$ cat src/rtl/isa_pkg.sv
// isa_pkg: instruction word format shared by the encoder (writer side) and the
// decode stage (reader side), so both ends agree on field placement.
//   - type codes, field bit positions, immediate limits, error codes
//   - field bundle struct and encoder FSM state type
package isa_pkg;

   typedef enum logic [1:0] {
      TYPE_R = 2'b00,
      TYPE_J = 2'b01,
      TYPE_I = 2'b10,
      TYPE_S = 2'b11
   } itype_e;

   // Field LSB positions inside the 32-bit word
   localparam int STOP_BIT  = 0;
   localparam int TYPE_LSB  = 1;
   localparam int IMM14_LSB = 3;
   localparam int IMM24_LSB = 3;
   localparam int SA_LSB    = 7;
   localparam int RS2_LSB   = 12;
   localparam int RD_LSB    = 17;
   localparam int RS1_LSB   = 22;
   localparam int FUNC_LSB  = 27;

   localparam int TYPE_W  = 2;
   localparam int REG_W   = 5;
   localparam int IMM14_W = 14;
   localparam int IMM24_W = 24;

   // Signed immediate limits (full 32-bit two's complement compare)
   localparam logic signed [31:0] IMM_I_MIN = -32'sd8192;
   localparam logic signed [31:0] IMM_I_MAX =  32'sd8191;
   localparam logic signed [31:0] IMM_J_MIN = -32'sd8388608;
   localparam logic signed [31:0] IMM_J_MAX =  32'sd8388607;

   localparam logic [1:0] ERR_NONE  = 2'b00;
   localparam logic [1:0] ERR_IMM_I = 2'b01;
   localparam logic [1:0] ERR_IMM_J = 2'b10;
   localparam logic [1:0] ERR_CAP   = 2'b11;

   typedef struct packed {
      itype_e           itype;
      logic [REG_W-1:0] func;
      logic [REG_W-1:0] rs1;
      logic [REG_W-1:0] rs2;
      logic [REG_W-1:0] rd;
      logic [REG_W-1:0] sa;
      logic [31:0]      imm;
      logic             stop;
   } instr_fields_t;

   typedef enum logic [1:0] {
      S_IDLE = 2'b00,
      S_RUN  = 2'b01,
      S_DONE = 2'b10,
      S_ERR  = 2'b11
   } enc_state_e;

endpackage

$ cat src/rtl/instr_pack.sv
// instr_pack: combinational field packer.
//   f         : field bundle (type, func, regs, sa, imm, stop)
//   word      : packed 32-bit instruction word
//   imm_i_err : I-type immediate outside its signed 14-bit range
//   imm_j_err : J-type immediate outside its signed 24-bit range
module instr_pack
   import isa_pkg::*;
(
   input  instr_fields_t f,
   output logic [31:0]   word,
   output logic          imm_i_err,
   output logic          imm_j_err
);

   always_comb begin
      word                      = '0;
      word[STOP_BIT]            = f.stop;
      word[TYPE_LSB +: TYPE_W]  = f.itype;
      word[FUNC_LSB +: REG_W]   = f.func;
      case (f.itype)
         TYPE_R: begin
            word[RS1_LSB +: REG_W] = f.rs1;
            word[RD_LSB  +: REG_W] = f.rd;
            word[RS2_LSB +: REG_W] = f.rs2;
         end
         TYPE_J: begin
            word[IMM24_LSB +: IMM24_W] = f.imm[IMM24_W-1:0];
         end
         TYPE_I: begin
            word[RS1_LSB   +: REG_W]   = f.rs1;
            word[RD_LSB    +: REG_W]   = f.rd;
            word[IMM14_LSB +: IMM14_W] = f.imm[IMM14_W-1:0];
         end
         TYPE_S: begin
            word[RS1_LSB +: REG_W] = f.rs1;
            word[RD_LSB  +: REG_W] = f.rd;
            word[RS2_LSB +: REG_W] = f.rs2;
            word[SA_LSB  +: REG_W] = f.sa;
         end
      endcase
   end

   assign imm_i_err = (f.itype == TYPE_I) &&
                      (($signed(f.imm) < IMM_I_MIN) || ($signed(f.imm) > IMM_I_MAX));
   assign imm_j_err = (f.itype == TYPE_J) &&
                      (($signed(f.imm) < IMM_J_MIN) || ($signed(f.imm) > IMM_J_MAX));

endmodule

$ cat src/rtl/instr_encoder.sv
// instr_encoder: accepts field bundles over valid/ready, packs them and writes
// the words one cycle later to sequential instruction-memory addresses.
//   clk, reset          : clock, async active-high reset
//   start, base_addr    : open a session at base_addr (ignored while running)
//   in_valid/in_ready   : field bundle handshake; in_* : bundle fields
//   mem_we/addr/wdata   : one-cycle write strobe, address, encoded word
//   count               : words written this session
//   busy/done/err       : session running / ended by stop / aborted
//   err_code            : 00 none, 01 I-imm, 10 J-imm, 11 capacity
module instr_encoder
   import isa_pkg::*;
#(
   parameter int ADDR_W    = 6,
   parameter int MAX_INSTR = 64
) (
   input  logic              clk,
   input  logic              reset,
   input  logic              start,
   input  logic [ADDR_W-1:0] base_addr,
   input  logic              in_valid,
   output logic              in_ready,
   input  logic [1:0]        in_type,
   input  logic [4:0]        in_func,
   input  logic [4:0]        in_rs1,
   input  logic [4:0]        in_rs2,
   input  logic [4:0]        in_rd,
   input  logic [4:0]        in_sa,
   input  logic [31:0]       in_imm,
   input  logic              in_stop,
   output logic              mem_we,
   output logic [ADDR_W-1:0] mem_addr,
   output logic [31:0]       mem_wdata,
   output logic [ADDR_W:0]   count,
   output logic              busy,
   output logic              done,
   output logic              err,
   output logic [1:0]        err_code
);

   localparam logic [ADDR_W:0] MAX_CNT = (ADDR_W+1)'(MAX_INSTR);

   instr_fields_t   fields;
   logic [31:0]     word;
   logic            imm_i_err, imm_j_err, imm_bad;
   enc_state_e      state, state_nxt;
   logic [ADDR_W-1:0] addr;
   logic [ADDR_W:0] cnt, claimed;
   logic            wr_pend;
   logic [31:0]     wr_word;
   logic [1:0]      code;
   logic            accept, new_session, pend_stop, pend_cap;

   assign fields = '{itype: itype_e'(in_type), func: in_func, rs1: in_rs1,
                     rs2: in_rs2, rd: in_rd, sa: in_sa, imm: in_imm,
                     stop: in_stop};

   instr_pack u_pack (
      .f         (fields),
      .word      (word),
      .imm_i_err (imm_i_err),
      .imm_j_err (imm_j_err)
   );

   assign imm_bad = imm_i_err | imm_j_err;

   // A word waiting in the write register already occupies a slot, so it is
   // counted when deciding whether another bundle may be taken.
   assign claimed   = cnt + (ADDR_W+1)'(wr_pend);
   assign pend_stop = wr_pend & wr_word[STOP_BIT];
   assign pend_cap  = wr_pend & ~wr_word[STOP_BIT] & (claimed == MAX_CNT);

   assign in_ready    = (state == S_RUN) && !pend_stop && (claimed < MAX_CNT);
   assign accept      = in_valid & in_ready;
   assign new_session = start & (state != S_RUN);

   // State register
   always_ff @(posedge clk or posedge reset) begin
      if (reset) state <= S_IDLE;
      else       state <= state_nxt;
   end

   // Next state: session ends on the edge that completes the stop/last write,
   // or immediately on acceptance of an out-of-range immediate.
   always_comb begin
      state_nxt = state;
      case (state)
         S_IDLE, S_DONE, S_ERR: if (start) state_nxt = S_RUN;
         S_RUN: begin
            if (accept && imm_bad) state_nxt = S_ERR;
            else if (pend_stop)    state_nxt = S_DONE;
            else if (pend_cap)     state_nxt = S_ERR;
         end
      endcase
   end

   // Write register, address, count and error code
   always_ff @(posedge clk or posedge reset) begin
      if (reset) begin
         wr_pend <= 1'b0;
         wr_word <= '0;
         addr    <= '0;
         cnt     <= '0;
         code    <= ERR_NONE;
      end else begin
         wr_pend <= accept & ~imm_bad;
         if (accept && !imm_bad) wr_word <= word;
         if (new_session) begin
            addr <= base_addr;
            cnt  <= '0;
            code <= ERR_NONE;
         end else begin
            if (wr_pend) begin
               addr <= addr + ADDR_W'(1);   // wraps mod 2**ADDR_W
               cnt  <= cnt + (ADDR_W+1)'(1);
            end
            if (accept && imm_bad) code <= imm_i_err ? ERR_IMM_I : ERR_IMM_J;
            else if (pend_cap)     code <= ERR_CAP;
         end
      end
   end

   assign mem_we    = wr_pend;
   assign mem_addr  = addr;
   assign mem_wdata = wr_word;
   assign count     = cnt;
   assign busy      = (state == S_RUN);
   assign done      = (state == S_DONE);
   assign err       = (state == S_ERR);
   assign err_code  = code;

endmodule

$ cat config.mk
export PLATFORM = sky130hd
export DESIGN_NAME = instr_encoder
export DESIGN_NICKNAME = d
export VERILOG_FILES = /design/src/rtl/isa_pkg.sv /design/src/rtl/instr_pack.sv /design/src/rtl/instr_encoder.sv
export SDC_FILE = /design/constraint.sdc
export NUM_CORES = 1
export LEC_CHECK = 0
export ABC_AREA = 1
export ABC_CLOCK_PERIOD_IN_PS = 3840
export BUFFER_PORTS_ARGS = -buffer_cell sky130_fd_sc_hd__buf_4
export CAP_MARGIN = 20
export CORE_ASPECT_RATIO = 1.5
export CORE_MARGIN = 2
export CORE_UTILIZATION = 51
export CTS_CLUSTER_SIZE = 28
export DETAILED_ROUTE_END_ITERATION = 16
export PLACE_DENSITY = 0.95
export RECOVER_POWER = 50
export SLEW_MARGIN = 20
export SYNTH_ARGS = -nofsm -noshare
export SYNTH_HDL_FRONTEND = slang
export SYNTH_SLANG_ARGS = --single-unit
export TNS_END_PERCENT = 100
$ cat constraint.sdc
create_clock -name clk -period 3.84 [get_ports clk]
set_input_delay 0.96 -clock clk [delete_from_list [all_inputs] [get_ports clk]]
set_output_delay 0.96 -clock clk [all_outputs]
set_load 0.02 [all_outputs]
==> results of run 1 <==
## registers in the layout, summed over array words and instances, names as in the netlist
| register | flops |
|---|---|
| mem_addr | 6 |
| err_code | 2 |
| state | 2 |
| mem_we | 1 |
| count | 7 |
| mem_wdata | 32 |
## per-layer routing
layer | wire length (µm) | part of all wire, %
met2 | 3820 | 53
met5 | 0 | 0
met3 | 443 | 6.2
met4 | 191 | 2.7
met1 | 2720 | 38
## kinds of logic after synthesis
kind of cell               count (synthesis)
DFF                                       50
buffers and inverters                     45
AOI/OAI and AO/OA                         54
and+or+nand+nor                          184
xor gates and xnor gates                   2
adders and majority gates                  8
## worst register-to-register path, cell delays in order, from the launching register on
cell and delay, ns:
dfrtp_1 0.57, ha_1 0.24, ha_1 0.22, nand4_1 0.13, nand2_1 0.11, nand2_2 0.08, nor2_4 0.13, inv_2 0.08
nor2_8 0.45, inv_2 0.31, nand2_1 0.16, o21ai_2 0.06
## power breakdown
part / switching, W / total, W / leakage (nW) / internal [W]
clock network: 0.000178 / 0.000439 / 0.0683 / 0.000261
logic: 0.000723 / 0.00118 / 1.26 / 0.000453
registers: 0.000165 / 0.000910 / 0.621 / 0.000745
total: 0.00107 / 0.00252 / 1.95 / 0.00146
## final cells by class
type	count	area (µm²)	area share (%)
Inverter	33	125	3.37
Clock buffer	5	68.8	1.85
Tap cell	68	85.1	2.29
Multi-Input combinational cell	248	1280	34.4
Sequential cell	50	1250	33.7
Timing Repair Buffer	121	837	22.5
Clock inverter	3	68.8	1.85
## stage by stage
stage	util (%)	hold slack [ns]	total power, W	std cells
floorplan	-	0.463	0.00164	343
CTS	73.3	0.497	0.00261	528
detailed placement	70.7	0.472	0.00218	520
global route	71.9	0.497	0.00267	528
global placement	70.7	0.464	0.00213	520
finish	71.9	0.490	0.00252	528
## Yosys cell counts (4+ instances only)
library cell	number	area share [%]
ha_1	8	3.7
o21ai_0	14	2.6
nand4_1	4	0.91
nand3_1	51	9.3
inv_1	31	4.3
buf_4	4	1.1
dfrtp_1	50	46
a21oi_1	8	1.5
nand2_1	92	13
a22o_1	5	1.6
nor2_1	28	3.8
o21a_1	14	3.8
## worst max-delay path by stage
stage / from / slack [ns] / to / depth (start not counted)
3_5_place_dp: in_type[1] / 0.88 / mem_wdata[2] / 9
2_1_floorplan: in_type[0] / 1.47 / mem_wdata[26] / 10
4_1_cts: mem_we / 1.03 / in_ready / 8
3_3_place_gp: in_type[1] / 0.98 / mem_wdata[2] / 9
5_1_grt: mem_we / 0.86 / in_ready / 8
6_report: mem_we / 1.02 / in_ready / 8
==> flow_summary_export.csv, run 1 <==
group,metric,value,unit
status,status,"finished with violations",
status,violations,"capacitance limit, slew limit",
logic_synthesis,synthMuxAreaShare,0,%
global_routing,grt_max_degree,51,
min_path,hold_class,"register to register",
routing,drt_first_pass_iters,4,
clock_network,cts_made_buffers,5,
sta,slew_headroom,-44.2,%
worst_setup_path,startpoint_type,"register",
placed_design,gp_congestion,0.801,
logic_synthesis,synth_compound_area_share,13.2,%
worst_setup_path,slowest_stage,"dfrtp_1",
logic_synthesis,synthXorXnorAreaFrac,0.640,%
sta,finClkSkew,0.00976,ns
global_routing,grt_pass1_wl,11.5,mm
worst_setup_path,critPathCaptureType,"primary output",
clock_network,postCtsHoldBufs,0,
routing,drt_first_iter_violations,169,
cells_and_area,layout_common_cells,"buf_4 (100), nand2_1 (92), nand3_1 (51), dfrtp_1 (50), inv_1 (30)",
sta,fin_crit,2.82,ns
cells_and_area,drive_above_1_share,26.1,%
clock_network,clock_latency,0.30,ns
logic_synthesis,yosys.area_share.simple,29.3,%
routing,wirelength,7.17,mm
cells_and_area,area_growth_syn_to_layout,35.8,%
pwr,leakage,1.95,nW
cells_and_area,n_fill_cell,410,
worst_setup_path,cp.arrival,1.86,ns
logic_synthesis,synth.distinct_cells,34,
min_path,worstHoldPathCells,2,
clock_network,post-cts-setup-buffer-count,0,
clock_network,clock-sinks,50,
sta,max_freq,355,MHz
logic_synthesis,seq_area_frac_synth,45.7,%
routing,avgViaCountPerCell,5.23,
worst_setup_path,rr_worst_depth,11,
floorplanning,boundaryPins,122,
min_path,hold_path_end,"mem_wdata[26]",
routing,remaining_drc_errors,0,
worst_setup_path,crit_buf_inv,2,
logic_synthesis,synth_top_family_by_area,"simple AND/OR/NAND/NOR gates",
placed_design,hpwlAfterDp,5.61,mm
routing,antenna_left,0,
global_routing,grt_use_total,24.0,%
worst_setup_path,r2r_end,"mem_wdata[2]",
cells_and_area,layout_commonest_cell,"buf_4",
global_routing,grt_pass1_vias,2608,
sta,finalCritPeriodShare,73.4,%
worst_setup_path,critPathTopFamily,"flip-flops",
global_routing,antenna_found_initial,0,
sta,setup_slack,1.02,ns
logic_synthesis,synth_edf_count,0,
worst_setup_path,crit_chain,"ha_1 > ha_1 > nand3_1 > nand2_1 > nand2_1 > nand2_2 > inv_1 > buf_4",
sta,tns,0,ns
run,maxCapViolCount,1,
cells_and_area,diodes,0,
placed_design,port-buffer-count,121,
routing,routedWlPerCell,13.6,µm
floorplanning,initial_core_util,53.0,%
logic_synthesis,synth_top_flop_cell,"dfrtp_1",
clock_network,tritoncts,"built",
worst_setup_path,r2r_slack,1.19,ns
worst_setup_path,cp_max_fo,11,
sta,rsz0062_at_grt,"false",
worst_setup_path,cp.required,2.88,ns
worst_setup_path,critPathKind,"register to primary output",
floorplanning,dieWidth,63.8,µm
floorplanning,rows,32,
floorplanning,die_area,5980,µm²
placed_design,placed_cell_area,3650,µm²
pwr,peakVddDrop,0.345,mV
worst_setup_path,r2r_start,"mem_we",
logic_synthesis,syn_area,2740,µm²
clock_network,cts_resized,0,
logic_synthesis,async_reset_ff_share,100,%
logic_synthesis,synthCells,343,
cells_and_area,design_area,3710,µm²
min_path,hp-start,"mem_wdata[26]",
routing,vias,2762,
global_routing,use_met1,27.9,%
logic_synthesis,yosysWarnings,0,
global_routing,grt.busiest_layer,"met2",
placed_design,dpl_worst_slack,0.877,ns
logic_synthesis,synthAdderAreaFrac,3.66,%
floorplanning,coreArea,5160,µm²
worst_setup_path,cpPeakStageDelay,0.57,ns
cells_and_area,nets,537,
logic_synthesis,synth_seq_cells,50,
logic_synthesis,syn_area_per_cell,7.97,µm²
sta,worstMarginPinSlew,2.15,ns
sta,hold_viol_final,0,
global_routing,grt_overflow,0,
sta,finalSetupViolCount,0,
global_routing,gr-usage-met2,43.5,%
sta,slew_violations,51,
logic_synthesis,syn_nets,421,
pwr,power.density,680,nW/µm²
clock_network,clock_path_buffers,2,
global_routing,gr-usage-met3,3.84,%
clock_network,root_buffer,"clkbuf_8",
floorplanning,die_h,93.7,µm
clock_network,cts_htree_levels,2,
clock_network,clk_pin_slew_worst_paths,0.10,ns
No activity file was read; power rests on OpenSTA's default activity.
==> inputs of run 2 (changes only) <==
ABC_CLOCK_PERIOD_IN_PS = 2360   (was 3840)
CORE_UTILIZATION = 43   (was 51)
PLACE_DENSITY = 0.88   (was 0.95)
clock period = 2.36 ns   (was 3.84 ns; I/O delays follow)
==> run 2 against run 1 <==
Against the previous run: the run now ends clean; register-to-register slack worse by 0.92 ns; flip-flop and latch count unchanged; count of clock-buffer cells in the layout up 1; non-clock buffer count up 8; final cell count up 2.7%; global-route usage down 1.8 points; routed wire length up 9.4%; sequential power up 60%; largest cell class unchanged.
==> flow_summary_export.csv, run 2 (synthesis gave the netlist of run 1 again) <==
group,metric,value,unit
pwr,power.density,1060,nW/µm²
floorplanning,boundaryPins,122,
clock_network,clk_pin_slew_worst_paths,0.10,ns
worst_setup_path,cp.required,1.77,ns
routing,wirelength,7.85,mm
worst_setup_path,r2r_slack,0.27,ns
clock_network,tritoncts,"built",
routing,routedWlPerCell,14.5,µm
pwr,peakVddDrop,0.526,mV
cells_and_area,largest_reg_flops,32,
worst_setup_path,cp_max_fo,4,
sta,slew_violations,0,
cells_and_area,multi_input_area,1280,µm²
cells_and_area,layout_commonest_cell,"buf_4",
routing,antenna_left,0,
worst_setup_path,r2r_start,"mem_we",
cells_and_area,drive_above_1_share,26.7,%
worst_setup_path,rr_worst_depth,12,
worst_setup_path,slowest_stage,"dfrtp_1",
clock_network,cts_htree_levels,2,
global_routing,antenna_found_initial,0,
sta,rsz0062_at_grt,"false",
clock_network,cts_resized,0,
status,status,"completed",
min_path,hold_class,"register to register",
sta,fin_crit,2.25,ns
placed_design,placed_cells,534,
cells_and_area,area_growth_syn_to_layout,36.8,%
cells_and_area,nets,545,
min_path,worstHoldPathCells,2,
floorplanning,die_h,102,µm
clock_network,clock_latency,0.30,ns
floorplanning,rows,35,
worst_setup_path,cpPeakStageDelay,0.40,ns
placed_design,hpwlAfterDp,6.19,mm
pwr,p_total,0.00396,W
cells_and_area,diodes,0,
pwr,seqPwrFrac,37.0,%
global_routing,grt_pass1_wl,12.7,mm
floorplanning,dieWidth,69.1,µm
pwr,p_sw,0.00175,W
cells_and_area,n_fill_cell,558,
routing,remaining_drc_errors,0,
routing,drt_first_iter_violations,183,
floorplanning,coreArea,6130,µm²
clock_network,clock-sinks,50,
sta,finalCritPeriodShare,95.2,%
pwr,p_comb_share,49.7,%
global_routing,grt_max_degree,28,
sta,max_freq,445,MHz
floorplanning,initial_core_util,44.6,%
pwr,switching_share,44.2,%
clock_network,postCtsHoldBufs,0,
sta,worstMarginPinSlew,0.929,ns
worst_setup_path,crit_chain,"ha_1 > ha_1 > nand3_1 > nand2_1 > nand2_1 > nand2_2 > inv_1 > buf_4",
clock_network,post-cts-setup-buffer-count,0,
global_routing,grt_pass1_vias,2798,
clock_network,root_buffer,"clkbuf_8",
worst_setup_path,critPathKind,"register to primary output",
cells_and_area,regArea,1250,µm²
min_path,hp-start,"mem_wdata[26]",
floorplanning,die_area,7030,µm²
cells_and_area,layout_common_cells,"buf_4 (105), nand2_1 (92), nand3_1 (51), dfrtp_1 (50), inv_1 (31)",
routing,vias,2883,
placed_design,port-buffer-count,121,
worst_setup_path,r2r_end,"mem_wdata[1]",
pwr,clock_power_share,13.3,%
global_routing,grt_use_total,22.2,%
worst_setup_path,startpoint_type,"register",
cells_and_area,instances_no_fill,542,
routing,drt_first_pass_iters,4,
run,maxCapViolCount,0,
worst_setup_path,cp.arrival,1.66,ns
global_routing,grt_overflow,0,
sta,finalSetupViolCount,0,
pwr,leakage,1.97,nW
sta,hold_viol_final,0,
routing,avgViaCountPerCell,5.32,
sta,slew_headroom,38.0,%
min_path,hold_path_end,"mem_wdata[26]",
placed_design,gp_congestion,0.876,
worst_setup_path,critPathCaptureType,"primary output",
sta,finClkSkew,0.00815,ns
clock_network,clock_path_buffers,2,
pwr,power.internal,0.00221,W
clock_network,cts_made_buffers,5,
sta,tns,0,ns
==> run 2: layer usage <==
metal | vias to the layer above | track usage (%) | share of wire [%]
li1 | 1376 | - | -
met1 | 1384 | 25.1 | 37
met5 | - | 0 | 0
met2 | 111 | 42.5 | 56
met3 | 12 | 3.28 | 4.9
met4 | 0 | 7.54 | 1.8
==> run 2: power by group through the flow <==
| stage | Clock [W] | Sequential [W] | Combinational (W) |
|---|---|---|---|
| after global placement | 0 | 0.00147 | 0.00206 |
| after CTS | 0.000535 | 0.00147 | 0.00213 |
| after global routing | 0.000568 | 0.00151 | 0.00215 |
| after detailed placement | 0 | 0.00148 | 0.00213 |
| after floorplan | 0 | 0.00185 | 0.000811 |
| final | 0.000525 | 0.00146 | 0.00197 |
==> run 2: critical path, delay by kind of cell, from the launching register on <==
family / cells / cell delay, ns
fa+ha+maj: 2 / 0.46
buf+inv: 2 / 0.19
flops: 1 / 0.40
simple gates: 4 / 0.31
==> run 2: worst max-delay path by stage <==
stage,start,to,slack (ns),cells after the start
after CTS,mem_we,in_ready,0.10,8
after global placement,in_imm[31],mem_wdata[1],0.22,11
after global routing,mem_we,in_ready,0.005,8
final,mem_we,in_ready,0.11,8
after detailed placement,in_imm[28],mem_wdata[1],0.09,11
after floorplan,in_type[0],mem_wdata[26],0.36,10
==> run 2: layout make-up <==
class,instances,share of cell area (%)
Timing Repair Buffer,129,24.0
Multi-Input combinational cell,248,34.2
Sequential cell,50,33.4
Clock inverter,2,0.334
Tap cell,74,2.47
Clock buffer,6,2.21
Inverter,33,3.31
==> run 2: stage by stage <==
| stage | area (µm²) | util, % | setup WS (ns) | hold WS (ns) |
|---|---|---|---|---|
| floorplan | 2740 | - | 0.359 | 0.463 |
| global placement | 3740 | 61.0 | 0.217 | 0.461 |
| detailed placement | 3740 | 61.0 | 0.0862 | 0.462 |
| CTS | 3840 | 62.6 | 0.103 | 0.354 |
| global route | 3740 | 61.0 | 0.00529 | 0.493 |
| finish | 3740 | 61.0 | 0.113 | 0.478 |
